### config.mk
export PLATFORM = sky130hd
export DESIGN_NAME = serial_adder_nbits
export DESIGN_NICKNAME = d
export VERILOG_FILES = /design/src/rtl/serial_adder_nbits.sv
export SDC_FILE = /design/constraint.sdc
export NUM_CORES = 1
export LEC_CHECK = 0
export BUFFER_PORTS_ARGS = -buffer_cell sky130_fd_sc_hd__buf_2
export CORE_ASPECT_RATIO = 0.5
export CORE_UTILIZATION = 32
export DETAILED_ROUTE_END_ITERATION = 8
export MAX_ROUTING_LAYER = met4
export SETUP_SLACK_MARGIN = 0.05
export SKIP_LAST_GASP = 1
export SYNTH_ARGS = -nofsm -noshare
export SYNTH_HDL_FRONTEND = slang
export SYNTH_SLANG_ARGS = --single-unit
### constraint.sdc
create_clock -name clk -period 4 [get_ports clk]
set_input_delay 0.6 -clock clk [delete_from_list [all_inputs] [get_ports clk]]
set_output_delay 0.6 -clock clk [all_outputs]
set_load 0.02 [all_outputs]
### src/rtl/serial_adder_nbits.sv
// rtl/serial_adder_nbits.sv - bit-serial N-bit adder, LSB first, one bit per clock
// Result and NZCV-style flags are loaded together on the final bit and held until the next completion.
module serial_adder_nbits #(
    parameter int N = 4
) (
    input  logic         clk,
    input  logic         rst,
    input  logic         start,
    input  logic [N-1:0] a,
    input  logic [N-1:0] b,
    output logic [N-1:0] result,
    output logic         neg_flag,
    output logic         zr_flag,
    output logic         cry_flag,
    output logic         of_flag,
    output logic         busy,
    output logic         done
);
    localparam int CW = (N > 1) ? $clog2(N) : 1;
    localparam logic [CW-1:0] LAST_BIT = CW'(N - 1);

    typedef enum logic [1:0] {
        S_IDLE = 2'd0,
        S_ADD  = 2'd1,
        S_DONE = 2'd2
    } state_t;

    state_t        state_q, state_d;
    logic [N-1:0]  a_q, a_d;
    logic [N-1:0]  b_q, b_d;
    logic [N-1:0]  sum_q, sum_d;
    logic [CW-1:0] cnt_q, cnt_d;
    logic          c_q, c_d;
    logic [N-1:0]  result_q, result_d;
    logic          neg_q, neg_d;
    logic          zr_q, zr_d;
    logic          cry_q, cry_d;
    logic          of_q, of_d;
    logic          busy_q, busy_d;
    logic          done_q, done_d;

    logic          bit_s;
    logic          bit_c;
    logic [N-1:0]  sum_full;

    // Operands shift right so bit 0 is always the current bit; sum bits enter from the top.
    assign bit_s    = a_q[0] ^ b_q[0] ^ c_q;
    assign bit_c    = (a_q[0] & b_q[0]) | (a_q[0] & c_q) | (b_q[0] & c_q);
    assign sum_full = {bit_s, sum_q[N-1:1]};

    always_comb begin
        state_d  = state_q;
        a_d      = a_q;
        b_d      = b_q;
        sum_d    = sum_q;
        cnt_d    = cnt_q;
        c_d      = c_q;
        result_d = result_q;
        neg_d    = neg_q;
        zr_d     = zr_q;
        cry_d    = cry_q;
        of_d     = of_q;

        case (state_q)
            S_IDLE: begin
                if (start) begin
                    a_d     = a;
                    b_d     = b;
                    sum_d   = '0;
                    cnt_d   = '0;
                    c_d     = 1'b0;
                    state_d = S_ADD;
                end
            end
            S_ADD: begin
                a_d   = a_q >> 1;
                b_d   = b_q >> 1;
                c_d   = bit_c;
                sum_d = sum_full;
                if (cnt_q == LAST_BIT) begin
                    // At the last bit a_q[0]/b_q[0] are the captured sign bits.
                    result_d = sum_full;
                    neg_d    = bit_s;
                    zr_d     = (sum_full == '0);
                    cry_d    = bit_c;
                    of_d     = (a_q[0] == b_q[0]) && (bit_s != a_q[0]);
                    state_d  = S_DONE;
                end else begin
                    cnt_d = cnt_q + CW'(1);
                end
            end
            S_DONE: begin
                state_d = S_IDLE;
            end
            default: begin
                state_d = S_IDLE;
            end
        endcase

        busy_d = (state_d == S_ADD);
        done_d = (state_d == S_DONE);
    end

    always_ff @(posedge clk) begin
        if (rst) begin
            state_q  <= S_IDLE;
            a_q      <= '0;
            b_q      <= '0;
            sum_q    <= '0;
            cnt_q    <= '0;
            c_q      <= 1'b0;
            result_q <= '0;
            neg_q    <= 1'b0;
            zr_q     <= 1'b0;
            cry_q    <= 1'b0;
            of_q     <= 1'b0;
            busy_q   <= 1'b0;
            done_q   <= 1'b0;
        end else begin
            state_q  <= state_d;
            a_q      <= a_d;
            b_q      <= b_d;
            sum_q    <= sum_d;
            cnt_q    <= cnt_d;
            c_q      <= c_d;
            result_q <= result_d;
            neg_q    <= neg_d;
            zr_q     <= zr_d;
            cry_q    <= cry_d;
            of_q     <= of_d;
            busy_q   <= busy_d;
            done_q   <= done_d;
        end
    end

    assign result   = result_q;
    assign neg_flag = neg_q;
    assign zr_flag  = zr_q;
    assign cry_flag = cry_q;
    assign of_flag  = of_q;
    assign busy     = busy_q;
    assign done     = done_q;
endmodule

-- Yosys cells after proc, flatten, opt, wreduce, memory -nomap -nowiden
Index checks and enable logic that the tools add are counted.
- add/subtract/negate cells: 1
- eq/ne operators: 8
- muxes and demuxes: 14
- bitwise operators: 7
- reduce and logical (&&, ||, !) cells: 7
- operators with widths (operator ; count):
    case mux 4 bit (2 select lines) ; 3
    two-way mux 4 bit ; 3
    two-way mux 2 bit ; 4
    case mux 2 bit (2 select lines) ; 2
    == test 2 x 1 -> 1 bit, second input constant ; 2
    == test 2 bit, second input constant ; 2
    logical NOT 4 bit ; 1
    inequality test 2 bit, second input constant ; 2
    AND reduction 2 bit ; 2
    bitwise AND 1 bit ; 3
    AND reduction 3 bit ; 1
    adder 2 x 1 -> 2 bit, second input constant ; 1
    logical NOT 2 bit ; 1
    bitwise OR 1 bit ; 2
    case mux 1 bit (2 select lines) ; 1
    nonzero test 2 bit ; 1
    bitwise XOR 1 bit ; 2
    == test 1 bit ; 1
    logical AND 1 bit ; 1
    two-way mux 1 bit ; 1
    inequality test 1 bit ; 1
- flip-flop bits (word level): 27
- input bits: 11
- output and inout port bits: 10
- word-level logic and storage cells: 50

-- Logic depth before layout (Yosys ltp)
Gate-level depths: netlist of run 1.
- word-level depth: 4
- mapped depth: 6
- gate-level depth less buffers: 5

-- Least setup slack after synthesis of run 1
Ideal clock, no wire load.
- path kind: reg-to-reg
- start point: reg a_q[0]
- end point: reg of_q, in the netlist of_flag
- library setup time: 71 ps
- data arrival time: 1518 ps
- data required time: 3929 ps
- slack: 2411 ps
- cell stages (with the launch flop): 6
- buffers on the path: 0
- period minus slack after synthesis: 1589 ps
- cells stage by stage: dfxtp_1 > inv_1 > fa_1 > xor2_1 > or3_1 > a21oi_1
- word-level cells in the longest chain between the ends: 4
- elaborated cells on any way between the ends: 5
- classes of those cells: eq/ne (2); bitwise (2); reduce/logical (1)
- ends and longest elaborated chain (element ; line ; RTL):
    start: declaration ; 29 ; logic [N-1:0] a_q, a_d;
    start signal: assignment ; 107 ; a_q <= '0;
    start signal: assignment ; 121 ; a_q <= a_d;
    bitwise XOR 1 bit (2 in series) ; 47 ; assign bit_s = a_q[0] ^ b_q[0] ^ c_q;
    inequality test 1 bit ; 86 ; of_d = (a_q[0] == b_q[0]) && (bit_s != a_q[0]);
    logical AND 1 bit (*) ; 86 ;
    end signal: assignment ; 116 ; of_q <= 1'b0;
    end signal: assignment ; 130 ; of_q <= of_d;
    end: declaration ; 38 ; logic of_q, of_d;
Every way passes the cells marked *; elsewhere a longest branch is shown, timed or not.
A chain may end at the register's enable or synchronous reset.

-- Final worst setup path of run 1
Ends and elaborated chain as after synthesis.

==> results of run 1 <==
==> worst paths after layout <==
kind                              from                    to
setup / recovery   a_q[0]$_SDFFE_PP0P_  of_flag$_SDFFE_PP0P_
hold / removal    of_flag$_SDFFE_PP0P_  of_flag$_SDFFE_PP0P_
setup reg to reg   a_q[0]$_SDFFE_PP0P_  of_flag$_SDFFE_PP0P_
hold reg to reg   of_flag$_SDFFE_PP0P_  of_flag$_SDFFE_PP0P_
==> layout by cell type, fill, tap and decap left out <==
master / n
fa_1: 1
mux2i_1: 6
or3_1: 1
nand3_1: 2
nor3b_1: 1
nand2b_2: 1
nand3b_4: 1
xor2_1: 1
nor4b_1: 2
and3b_1: 1
a31oi_1: 2
nand2b_1: 1
inv_1: 3
dfxtp_1: 25
a21oi_1: 6
nand2_1: 11
and2b_1: 1
clkbuf_1: 1
a2bb2oi_1: 2
nor2_1: 17
a22oi_1: 4
o21bai_2: 1
clkbuf_8: 3
ha_1: 2
a211oi_1: 10
buf_2: 20
==> through the flow <==
stage | instance area, sq um | util (%) | instances | hold WS (ns)
global placement | 1150 | 37.5 | 162 | 0.440
detailed placement | 1150 | 37.5 | 162 | 0.444
CTS | 1190 | 39.0 | 166 | 0.456
global route | 1190 | 39.0 | 166 | 0.473
finish | 1190 | 39.0 | 166 | 0.451
floorplan | 1060 | - | 111 | 0.445
==> final cells by class <==
cell class              instances  area (sq um)  share of cell area (%)
inverters                       3          11.3                   0.942
clock buffers                   4          45.0                    3.77
flip-flops and latches         25           500                    41.9
repair buffers                 20           100                    8.38
well taps                      40          50.0                    4.19
multi-input cells              74           488                    40.8
==> power breakdown <==
part | internal (mW) | leakage [nW] | switching [mW]
sequential | 0.258 | 0.204 | 0.00868
combinational | 0.0219 | 0.288 | 0.0253
clock | 0.0710 | 0.0228 | 0.0728
==> per-layer routing <==
layer	up-vias	share of wire (%)	track usage, %
met3	2	4.2	3.94
met2	13	39	17.5
met1	354	56	15.9
met4	0	0.75	3.10
li1	416	-	-
met5	-	0	-
==> worst reg2reg max path, cell delays in order (launching register included) <==
cell and delay, ns:
dfxtp_1 0.39, inv_1 0.08, fa_1 0.56, xor2_1 0.16
or3_1 0.31, a21oi_1 0.14
==> Yosys cell counts, types with 2 or more instances <==
master | instances | area share (%)
a21oi_1 | 6 | 2.8
mux2i_1 | 6 | 5.7
a2bb2oi_1 | 2 | 1.7
inv_1 | 3 | 1.1
ha_1 | 2 | 2.4
nand3_1 | 2 | 0.95
dfxtp_1 | 25 | 47
a31oi_1 | 2 | 1.2
clkbuf_1 | 3 | 1.1
buf_4 | 4 | 2.8
nor4b_1 | 2 | 1.7
nand2_1 | 11 | 3.9
nor2_1 | 17 | 6.0
a211oi_1 | 10 | 7.1
a22oi_1 | 4 | 2.8
==> state kept, by name (all words and copies together), names as in the netlist <==
register  flops
a_q           4
b_q           4
busy          1
c_q           1
cnt_q         2
cry_flag      1
done          1
of_flag       1
result        4
state_q       2
sum_q         3
zr_flag       1
==> kinds of logic after synthesis <==
group           count (synthesis)  synth area share [%]
mux                             6                  5.68
simple gates                   39                  18.7
xor+xnor                        1                 0.829
compound gates                 25                  16.7
fa+ha+maj                       3                  4.26
buf+inv                        12                  6.51
flops                          25                  47.3
==> key figures, run 1 <==
Yosys
  • Syn Area/Cell: 9.52 sq um
  • Synthesis-stage register bit count: 25
  • Post-synthesis sequential area ratio: 47.3%
  • Post-synth cell types: 27
  • Prevailing post-synth register cell: dfxtp_1
  • Net Count, Synth: 125
  • Syn Std Cell Area: 1060 sq um
  • EDFF count, synth: 0
  • Post-Synthesis Cells: 111
  • Async SR Flop Fraction: 0%
  • Yosys warning count: 0

Clock network
  • CTS HTree Levels: 1
  • Clk sink count: 25
  • CTS Root Cell: clkbuf_8
  • Hold Buf Count CTS: 0
  • CTS tree: yes
  • Clock slew seen by the registers of the worst setup and hold paths: 0.08 ns
  • Cts repair resizes: 0
  • Worst skew pair latency: 0.26 ns
  • Clock tree buffer depth: 2
  • CTS Buf Count: 3
  • Setup Fix Bufs, Post-CTS: 0

Power and ir drop
  • Peak VDD IR: 113 uV
  • Power Density: 383 nW/um^2
  • Pwr Total: 0.458 mW
  • Leak pwr: 0.515 nW

Routing
  • Vias per Instance: 4.73
  • Drt initial violations: 61
  • Routed len/inst: 11.2 um
  • First-pass DRT Iterations: 3
  • Drt drc: 0
  • Post-route ant nets: 0
  • Vias: 785
  • Final WL: 1.87 mm

Worst setup path
  • CP arrival: 1.89 ns
  • Critical path fanouts, max: 4
  • Setup Crit Path Kind: reg2reg
  • Slowest-stage cell, CP: fa_1
  • Crit-path cells: inv_1 > fa_1 > xor2_1 > or3_1 > a21oi_1
  • Crit path depth: 5
  • Worst Path Buf+Inv: 1
  • CP peak stage delay: 0.56 ns
  • Critical path startpoint category: flip-flop
  • Reg-to-reg slack, setup: 2.30 ns
  • Worst Reg2Reg Path Length in Cells: 5
  • Setup crit end kind: flip-flop
  • Req. time, crit path: 4.19 ns
  • Top delay family on crit path: adder cells

Min path
  • Class of the worst hold path: reg2reg
  • Worst hold stages: 2

STA
  • RSZ-0062 raised after global routing: no
  • Final Cycle Share: 42.4%
  • Setup-failing EPs final: 0
  • Final min period: 1.70 ns
  • Slew margin rel.: 69.4%
  • Fin. max-slew vios: 0
  • Post-Route Setup TNS: 0 ns
  • Setup ws final: 2.30 ns
  • Final Hold Vio Count: 0
  • Worst slew pin tran: 0.458 ns
  • Max Clock Skew: 0.00355 ns
  • FMAX: 590 MHz

Global route
  • First-pass GRT wire length: 3.29 mm
  • Total Routing Usage GR: 12.0%
  • Initial antenna violation count: 0
  • Number of global-route vias before repair: 741
  • Largest net degree at the start of global routing: 26
  • GRT overflow: 0

Final layout
  • Area Overhead vs Synth: 13.0%
  • Ant. Diodes: 0
  • Final net count: 141
  • Share of cells above drive strength 1: 20.6%
  • Fill count: 317

Floorplanning
  • DIE AREA: 3550 sq um
  • Core area: 3070 sq um
  • Horiz. Die Dim: 83.3 um
  • Die height: 42.6 um
  • Row Count: 14
  • Initial core utilization: 34.5%
  • IO Count: 21

Placed design
  • Pre-CTS setup slack: 2.32 ns
  • Port Buffers: 20
  • GP Congestion: 0.673
  • DP HPWL: 1.30 mm

Status
  • Outcome: complete, no violations

Run
  • Max_cap viols: 0
Power figures use the tool's default switching activity.
==> run 2: changes to the inputs <==
- clock period: 4 -> 1.35 ns (I/O delays scaled with it)
==> run 2 against run 1 <==
The flow now finishes with violations (negative setup slack). Core utilization is 4.5 points higher. Die area stayed put. Via count increased by 6.2%. Hold slack lost 0.28 ns. Sequential power rose to 2.9 times the previous value. Non-clock buffer count rose by 11. First-iteration DRC count fell by 46%. Clock skew grew 0.0043 ns. Cell area rose by 12%. Fmax is 9.8% higher. Sequential share of layout area fell by 4.0 points.
==> key figures, run 2 (synthesis gave the netlist of run 1 again) <==
STA
  • Setup-failing EPs final: 4
  • RSZ-0062 raised after global routing: yes
  • Setup ws final: -0.194 ns
  • Slew margin rel.: 69.0%
  • Final Hold Vio Count: 0
  • Max Clock Skew: 0.00785 ns
  • Final Cycle Share: 114%
  • Worst slew pin tran: 0.464 ns
  • FMAX: 648 MHz
  • Fin. max-slew vios: 0
  • Final min period: 1.54 ns

Worst setup path
  • CP arrival: 1.76 ns
  • Setup crit end kind: flip-flop
  • Critical path fanouts, max: 3
  • Reg-to-reg slack, setup: -0.19 ns
  • Worst R2R End: of_flag$_SDFFE_PP0P_
  • Setup Crit Path Kind: reg2reg
  • Critical path startpoint category: flip-flop
  • Worst setup path start: c_q$_SDFFE_PP0P_
  • Slowest-stage cell, CP: fa_2
  • Worst Reg2Reg Path Length in Cells: 5
  • Req. time, crit path: 1.57 ns
  • Worst setup path end: of_flag$_SDFFE_PP0P_
  • Reg2reg start: c_q$_SDFFE_PP0P_
  • Crit-path cells: inv_2 > fa_2 > xor2_1 > or3_1 > a21oi_1
  • CP peak stage delay: 0.61 ns

Routing
  • Final WL: 2.04 mm
  • Drt initial violations: 33
  • Vias: 834
  • Routed len/inst: 11.5 um
  • First-pass DRT Iterations: 4
  • Vias per Instance: 4.71
  • Post-route ant nets: 0
  • Drt drc: 0

Final layout
  • Area Overhead vs Synth: 26.2%
  • Util after Layout: 43.5%
  • Share of cells above drive strength 1: 35.8%
  • Commonest non-fill, non-tap cells in the layout: 21 x dfxtp_1, 20 x buf_2, 17 x nor2_1
  • Fill count: 299
  • Ant. Diodes: 0
  • Most common cell after layout, fill and taps aside: dfxtp_1
  • Final net count: 152

Power and ir drop
  • Power Density: 1100 nW/um^2
  • Leak pwr: 0.588 nW
  • Pwr Total: 1.46 mW
  • Peak VDD IR: 433 uV

Floorplanning
  • Core area: 3070 sq um
  • IO Count: 21
  • DIE AREA: 3550 sq um
  • Horiz. Die Dim: 83.3 um
  • Die height: 42.6 um
  • Initial core utilization: 34.5%
  • Row Count: 14

Global route
  • GRT overflow: 0
  • Largest net degree at the start of global routing: 26
  • Initial antenna violation count: 0
  • Number of global-route vias before repair: 772
  • Total Routing Usage GR: 13.2%
  • First-pass GRT wire length: 3.57 mm

Clock network
  • CTS tree: yes
  • CTS Buf Count: 3
  • CTS Root Cell: clkbuf_8
  • Worst skew pair latency: 0.28 ns
  • Clock slew seen by the registers of the worst setup and hold paths: 0.09 ns
  • Clock tree buffer depth: 2
  • Hold Buf Count CTS: 0
  • CTS HTree Levels: 1
  • Clk sink count: 25

Run
  • Max_cap viols: 0

Placed design
  • GP Congestion: 0.694
  • DP HPWL: 1.38 mm
  • Port Buffers: 20

Min path
  • Class of the worst hold path: in2reg

Status
  • Failing checks: negative setup slack
  • Outcome: finished with violations
[run 2: cell count changes in the layout (fill, tap and decap cells not counted), sizes merged]
cell and change:
clkinvlp +1, clkbuf -1, buf +11
[run 2: layer usage]
layer	track usage (%)	part of all wire [%]	vias to the layer above	routed length, um
met5	-	0	-	0
met4	3.10	1.0	0	21
met3	5.12	5.3	3	108
met2	18.5	42	15	851
met1	17.6	52	377	1060
li1	-	-	439	-
[run 2: worst min-delay path by stage]
stage / startpoint / endpoint / slack [ns] / depth (start not counted)
after floorplan: a[3] / a_q[3]$_SDFFE_PP0P_ / 0.35 / 2
after global placement: a[3] / a_q[3]$_SDFFE_PP0P_ / 0.44 / 3
after detailed placement: result[2]$_SDFFE_PP0P_ / result[2]$_SDFFE_PP0P_ / 0.45 / 2
after CTS: a[3] / a_q[3]$_SDFFE_PP0P_ / 0.17 / 3
after global routing: a[3] / a_q[3]$_SDFFE_PP0P_ / 0.19 / 3
final: b[3] / b_q[3]$_SDFFE_PP0P_ / 0.17 / 3
[run 2: where the power goes]
group	total, mW	switching, mW	internal [mW]	leakage (nW)
clock	0.463	0.253	0.210	0.0217
sequential	0.786	0.0191	0.767	0.206
combinational	0.214	0.101	0.113	0.360
[run 2: final cells by class]
class | instances | area (sq um) | area share (%)
inverter | 3 | 11.3 | 0.844
clock buffer | 3 | 41.3 | 3.10
multi-input combinational | 74 | 532 | 39.9
clock inverter | 1 | 7.51 | 0.563
tap | 40 | 50.0 | 3.75
timing repair buffer | 31 | 186 | 14.0
sequential | 25 | 505 | 37.9
[run 2: stage by stage]
step | std cells | cell area (sq um) | hold WS, ns | TNS (ns) | worst slack, ns
3_3_place_gp | 171 | 1230 | 0.441 | -0.258 | -0.182
5_1_grt | 177 | 1330 | 0.192 | -0.757 | -0.223
3_5_place_dp | 171 | 1230 | 0.446 | -0.276 | -0.192
2_1_floorplan | 111 | 1070 | 0.351 | -0.141 | -0.135
6_report | 177 | 1330 | 0.167 | -0.453 | -0.194
4_1_cts | 176 | 1300 | 0.171 | -0.280 | -0.167
[run 2: worst max-delay path: cells and delay by family (launching register included)]
kind	cells	cell delay (ns)
AND/OR/NAND/NOR	1	0.31
buffers and inverters	1	0.04
AO/OA/AOI/OAI	1	0.12
adder cells (fa/ha/maj)	1	0.61
flip-flops	1	0.34
XOR/XNOR	1	0.07
[run 2: what timing repair did]
| action | in CTS | in global routing |
|---|---|---|
| resized for setup | 4 | 6 |
| endpoints found under the hold margin | 0 | 0 |
| setup buffers | 1 | 1 |
| pin swaps | 3 | 3 |
| setup endpoints to repair | 3 | 16 |
